### src/rtl/uart_tx_scheduler.sv
// rtl/uart_tx_scheduler.sv - round-robin scheduler sharing one UART transmitter among N byte requesters
//
// Purpose: grants one requester at a time, latches its byte, fires a one-cycle
// start strobe at the transmitter, waits for end-of-frame, then holds the line
// idle for GAP_TICKS oversample ticks before the next grant.
//
// Optional feature macro: UART_TX_SCHED_TIMEOUT_EN
//   defined   -> 24-bit watchdog in WAIT; expiry pulses err and moves to GAP
//   undefined -> WAIT exits only on tx_done; err tied low
//
// Ports:
//   clk         system clock
//   rstN        asynchronous, active-high reset
//   req_valid   per-requester byte pending
//   req_data    requester i byte at [8*i+7:8*i]
//   req_ready   one-hot accept, combinational, only ever set in IDLE
//   s_tick      oversample tick from the baud generator
//   tx_done     end-of-frame pulse from the transmitter
//   tx_enabled  one-cycle start strobe to the transmitter
//   tx_in       byte to the transmitter, held until the next strobe
//   busy        high in every state except IDLE
//   grant_id    index of the last granted requester
//   err         one-cycle pulse on watchdog abort

module uart_tx_scheduler #(
    parameter int N              = 4,
    parameter int IDW            = $clog2(N),
    parameter int GAP_TICKS      = 16,
    parameter int TIMEOUT_CYCLES = 1048576
) (
    input  logic             clk,
    input  logic             rstN,
    input  logic [N-1:0]     req_valid,
    input  logic [8*N-1:0]   req_data,
    output logic [N-1:0]     req_ready,
    input  logic             s_tick,
    input  logic             tx_done,
    output logic             tx_enabled,
    output logic [7:0]       tx_in,
    output logic             busy,
    output logic [IDW-1:0]   grant_id,
    output logic             err
);

    typedef enum logic [1:0] {
        S_IDLE,
        S_LAUNCH,
        S_WAIT,
        S_GAP
    } state_t;

    localparam logic [7:0] GAP_LAST = 8'(GAP_TICKS - 1);

    state_t           state_q, state_d;
    logic [7:0]       tx_in_q, tx_in_d;
    logic [IDW-1:0]   grant_q, grant_d;
    logic [IDW-1:0]   last_q, last_d;
    logic [7:0]       gap_q, gap_d;

    // Unpacked view of the byte lanes so the grant index selects a lane directly.
    logic [7:0]       lanes [N];
    for (genvar g = 0; g < N; g++) begin : g_lanes
        assign lanes[g] = req_data[8*g+7:8*g];
    end

    // Round-robin search starting just past the last winner, so the winner
    // drops to lowest priority on the following round.
    logic             found;
    logic [IDW-1:0]   pick_idx;
    logic [IDW-1:0]   idx;
    always_comb begin
        found    = 1'b0;
        pick_idx = '0;
        idx      = '0;
        for (int i = 1; i <= N; i++) begin
            idx = IDW'((int'(last_q) + i) % N);
            if (!found && req_valid[idx]) begin
                found    = 1'b1;
                pick_idx = idx;
            end
        end
    end

    assign req_ready = (state_q == S_IDLE && found) ? (N'(1) << pick_idx) : '0;

`ifdef UART_TX_SCHED_TIMEOUT_EN
    localparam logic [23:0] WDOG_LAST = 24'(TIMEOUT_CYCLES - 1);
    logic [23:0] wdog_q, wdog_d;
    logic        err_q, err_d;
`endif

    always_comb begin
        state_d = state_q;
        tx_in_d = tx_in_q;
        grant_d = grant_q;
        last_d  = last_q;
        gap_d   = gap_q;
`ifdef UART_TX_SCHED_TIMEOUT_EN
        wdog_d  = wdog_q;
        err_d   = 1'b0;
`endif
        case (state_q)
            S_IDLE: begin
                if (found) begin
                    tx_in_d = lanes[pick_idx];
                    grant_d = pick_idx;
                    last_d  = pick_idx;
                    state_d = S_LAUNCH;
                end
            end
            S_LAUNCH: begin
`ifdef UART_TX_SCHED_TIMEOUT_EN
                wdog_d  = '0;
`endif
                state_d = S_WAIT;
            end
            S_WAIT: begin
                // A tick coinciding with tx_done is not part of the gap: the
                // gap counter starts from zero in the first GAP cycle.
                if (tx_done) begin
                    gap_d   = '0;
                    state_d = (GAP_TICKS == 0) ? S_IDLE : S_GAP;
                end
`ifdef UART_TX_SCHED_TIMEOUT_EN
                else if (wdog_q == WDOG_LAST) begin
                    err_d   = 1'b1;
                    gap_d   = '0;
                    state_d = (GAP_TICKS == 0) ? S_IDLE : S_GAP;
                end else begin
                    wdog_d  = wdog_q + 24'd1;
                end
`endif
            end
            S_GAP: begin
                if (s_tick) begin
                    if (gap_q == GAP_LAST) begin
                        state_d = S_IDLE;
                    end else begin
                        gap_d = gap_q + 8'd1;
                    end
                end
            end
            default: state_d = S_IDLE;
        endcase
    end

    always_ff @(posedge clk or posedge rstN) begin
        if (rstN) begin
            state_q <= S_IDLE;
            tx_in_q <= 8'h00;
            grant_q <= '0;
            last_q  <= IDW'(N - 1);
            gap_q   <= '0;
`ifdef UART_TX_SCHED_TIMEOUT_EN
            wdog_q  <= '0;
            err_q   <= 1'b0;
`endif
        end else begin
            state_q <= state_d;
            tx_in_q <= tx_in_d;
            grant_q <= grant_d;
            last_q  <= last_d;
            gap_q   <= gap_d;
`ifdef UART_TX_SCHED_TIMEOUT_EN
            wdog_q  <= wdog_d;
            err_q   <= err_d;
`endif
        end
    end

    assign tx_enabled = (state_q == S_LAUNCH);
    assign tx_in      = tx_in_q;
    assign busy       = (state_q != S_IDLE);
    assign grant_id   = grant_q;
`ifdef UART_TX_SCHED_TIMEOUT_EN
    assign err        = err_q;
`else
    assign err        = 1'b0;
`endif

endmodule

### config.mk
export PLATFORM = sky130hd
export DESIGN_NAME = uart_tx_scheduler
export DESIGN_NICKNAME = d
export VERILOG_FILES = /design/src/rtl/uart_tx_scheduler.sv
export SDC_FILE = /design/constraint.sdc
export NUM_CORES = 1
export LEC_CHECK = 0
export BUFFER_PORTS_ARGS = -buffer_cell sky130_fd_sc_hd__buf_2
export CAP_MARGIN = 10
export CORE_MARGIN = 8
export CORE_UTILIZATION = 52
export CTS_CLUSTER_DIAMETER = 80
export DETAILED_ROUTE_END_ITERATION = 7
export PLACE_DENSITY_LB_ADDON = 0.05
export SYNTH_ARGS = -nofsm -noshare
export SYNTH_HDL_FRONTEND = slang
export SYNTH_SLANG_ARGS = --single-unit
### constraint.sdc
create_clock -name clk -period 3.31 [get_ports clk]
set_input_delay 0 -clock clk [delete_from_list [all_inputs] [get_ports clk]]
set_output_delay 0 -clock clk [all_outputs]
set_load 0.05 [all_outputs]
==> results.yml <==
min_path:
  min_path_type: "input pin to flip-flop"
die:
  die_w_um: 68.2
  die_area_mm2: 0.00465
  die_h_um: 68.2
  row_count: 19
  start_util_pct: 53.1
  pin_count: 57
  core_mm2: 0.00266
synth:
  synthCells: 149
  synth_area_mm2: 0.00142
  syn_area_per_cell_um2: 9.50
  synthTopCellsByCount: "nor2_1, dfrtp_1, a211oi_1"
  yosys-top-cells-area: "dfrtp_1, a211oi_1, nor2_1"
  post-synth-top-count-cell: "nor2_1"
  postSynth.asyncResetShare_pct: 100
  synth-main-ff-cell: "dfrtp_1"
  synth_nets: 195
  yosysWarnings: 0
  synthDistinctLibCells: 36
  synth_edf_count: 0
  ys_seq_elements: 22
  synth_area_leader_cell: "dfrtp_1"
  netlist.area_leader.share_pct: 35.4
  seq_area_frac_synth_pct: 39.1
sta:
  tightest_slew_ns: 0.856
  tns_ns: 0
  maxSlewViolCount: 0
  fin_crit_ns: 2.19
  fin_hold_ws_ns: 0.00628
  finalCritPeriodShare_pct: 66.1
  max_slew_margin_pct: 42.9
  skew_ns: 0.00822
  hold_viol: 0
  setup_violations: 0
  rsz0062_at_grt: "no"
  fmax_mhz: 457
final_layout:
  final_cell_area_mm2: 0.00174
  final_nets: 251
  final_cells: 235
  finalCoreUtilization_pct: 65.2
  diodes: 0
  drive_above_1_share_pct: 32.4
  synthToLayoutAreaGrowth_pct: 22.7
clock_tree:
  path_clk_slew_ns: 0.13
  htree_levels: 1
  post_cts_buffers: 0
  cts_made_buffers: 3
  cts_buffer_depth: 2
  cts-root-buf: "clkbuf_4"
  post_cts_resize_count: 0
  cts_tree: "done"
  clk_latency_ns: 0.31
  cts.sinks: 22
drt:
  vias: 1283
  firstDrtPassIters: 4
  viasPerCell: 5.46
  drc: 0
  dr_wl_met2_um: 1730
  wl_met1_um: 1580
  wirelength_um: 3490
  dr.max_layer_used: "met4"
  wl_met3_um: 152
  ant_nets: 0
  wl_per_cell_um: 14.9
  drtIter0Drc: 53
global_routing:
  grt_first_pass_wirelength_um: 5750
  antenna_found_initial: 0
  grt_use_total_pct: 15.5
  grt_max_degree: 23
  first_global_vias: 1313
  gr-total-overflow: 0
critical_path:
  critical_path_peak_fanout: 12
  crit_type: "flip-flop to output port"
  start_kind: "flip-flop"
  end_kind: "output port"
  worstPathArrival_ns: 2.19
  cp_data_required_time_ns: 3.31
placement:
  placed_cells: 229
  globalplace.congestion: 0.798
  post-dp-hpwl_um: 2810
  io_buffers: 55
  placed_area_mm2: 0.00168
power_and_ir_drop:
  p_int_w: 0.000722
  combPwrFrac_pct: 59.6
  clkPwrFrac_pct: 10.0
  swShare_pct: 52.5
  power_density_mw_per_mm2: 876
  ir_drop_mv: 0.596
  net-switching-power_w: 0.000799
  p_seq_share_pct: 30.4
  leakage_nw: 0.887
outcome:
  outcome: "complete, no violations"
flow_run:
  maxCapViolCount: 0
-- power groups by stage --
stage                     logic, W  clock network, W  registers [W]
after floorplan           0.000534                 0       0.000667
after global placement    0.000894                 0       0.000462
after detailed placement  0.000913                 0       0.000470
after CTS                 0.000914          0.000157       0.000465
after global routing      0.000991          0.000167       0.000480
final                     0.000907          0.000152       0.000463
-- worst max-delay path: stages (launching register included) --
cell and delay, ns:
dfstp_2 0.64, nand2_1 0.06, and3_1 0.19, a2111o_1 0.56, nor2_1 0.15, buf_2 0.27
-- state kept, by name, summed over array words and instances (netlist names) --
signal and cells:
gap_q 8, tx_in 8, grant_id 2, state_q 2, last_q 2
-- cell usage in the layout, fill, tap and decap left out, types with 2 or more instances in the layout --
cell type	n
nand2b_1	2
nor2b_1	2
dfstp_2	2
a21oi_1	3
dlygate4sd3_1	2
mux2i_1	8
inv_1	7
o21ai_0	2
xor2_1	5
nand3_1	2
nor3_1	3
nand4_1	3
and3_1	3
a21boi_0	9
o21ai_1	2
nand2_1	11
dfrtp_1	20
nor2_1	23
clkbuf_4	3
ha_1	6
a211oi_1	17
buf_2	55
-- worst paths after layout --
path	from	end	slack, ns	cells after the start
min	req_data[11]	tx_in[3]	0.006	3
min in group asynchronous	rstN	tx_in[2]	0.40	3
max reg2reg	last_q[1]	tx_in[4]	1.25	5
max	last_q[1]	req_ready[2]	1.12	5
max in group asynchronous	rstN	gap_q[3]	2.38	3
min reg2reg	grant_id[1]	grant_id[1]	0.50	2
-- cells by family after synthesis --
| family | after synthesis | share of synthesized area [%] |
|---|---|---|
| and+or+nand+nor | 52 | 16.8 |
| AOI/OAI and AO/OA | 38 | 21.2 |
| DFF | 22 | 39.1 |
| buffers and inverters | 13 | 5.30 |
| muxes | 11 | 8.31 |
| adders and majority gates | 6 | 5.30 |
| xor gates and xnor gates | 6 | 3.71 |
| other | 1 | 0.265 |
-- per-layer routing --
metal / GRT usage, % / vias to the layer above
met3: 3.93 / 4
met2: 25.6 / 34
met4: 4.86 / 0
met1: 19.5 / 604
met5: 0 / -
li1: - / 641
-- final cells by class --
class	instances	area, um2
clock buffer	4	36.3
fill	238	926
inverter	7	26.3
multi-input combinational	114	787
sequential	22	553
tap	31	38.8
timing repair buffer	57	295
-- timing repair --
| item | CTS | global route |
|---|---|---|
| endpoints found under the hold margin | 20 | 1 |
| hold buffers | 1 | 1 |
| endpoints found under the setup margin | 0 | 0 |
-- metrics by stage --
stage          power (W)  setup slack, ns
2_1_floorplan    0.00120             1.07
3_3_place_gp     0.00136             1.37
3_5_place_dp     0.00138             1.28
4_1_cts          0.00154             1.11
5_1_grt          0.00164            0.950
6_report         0.00152             1.12
(Power assumes the default switching activity.)
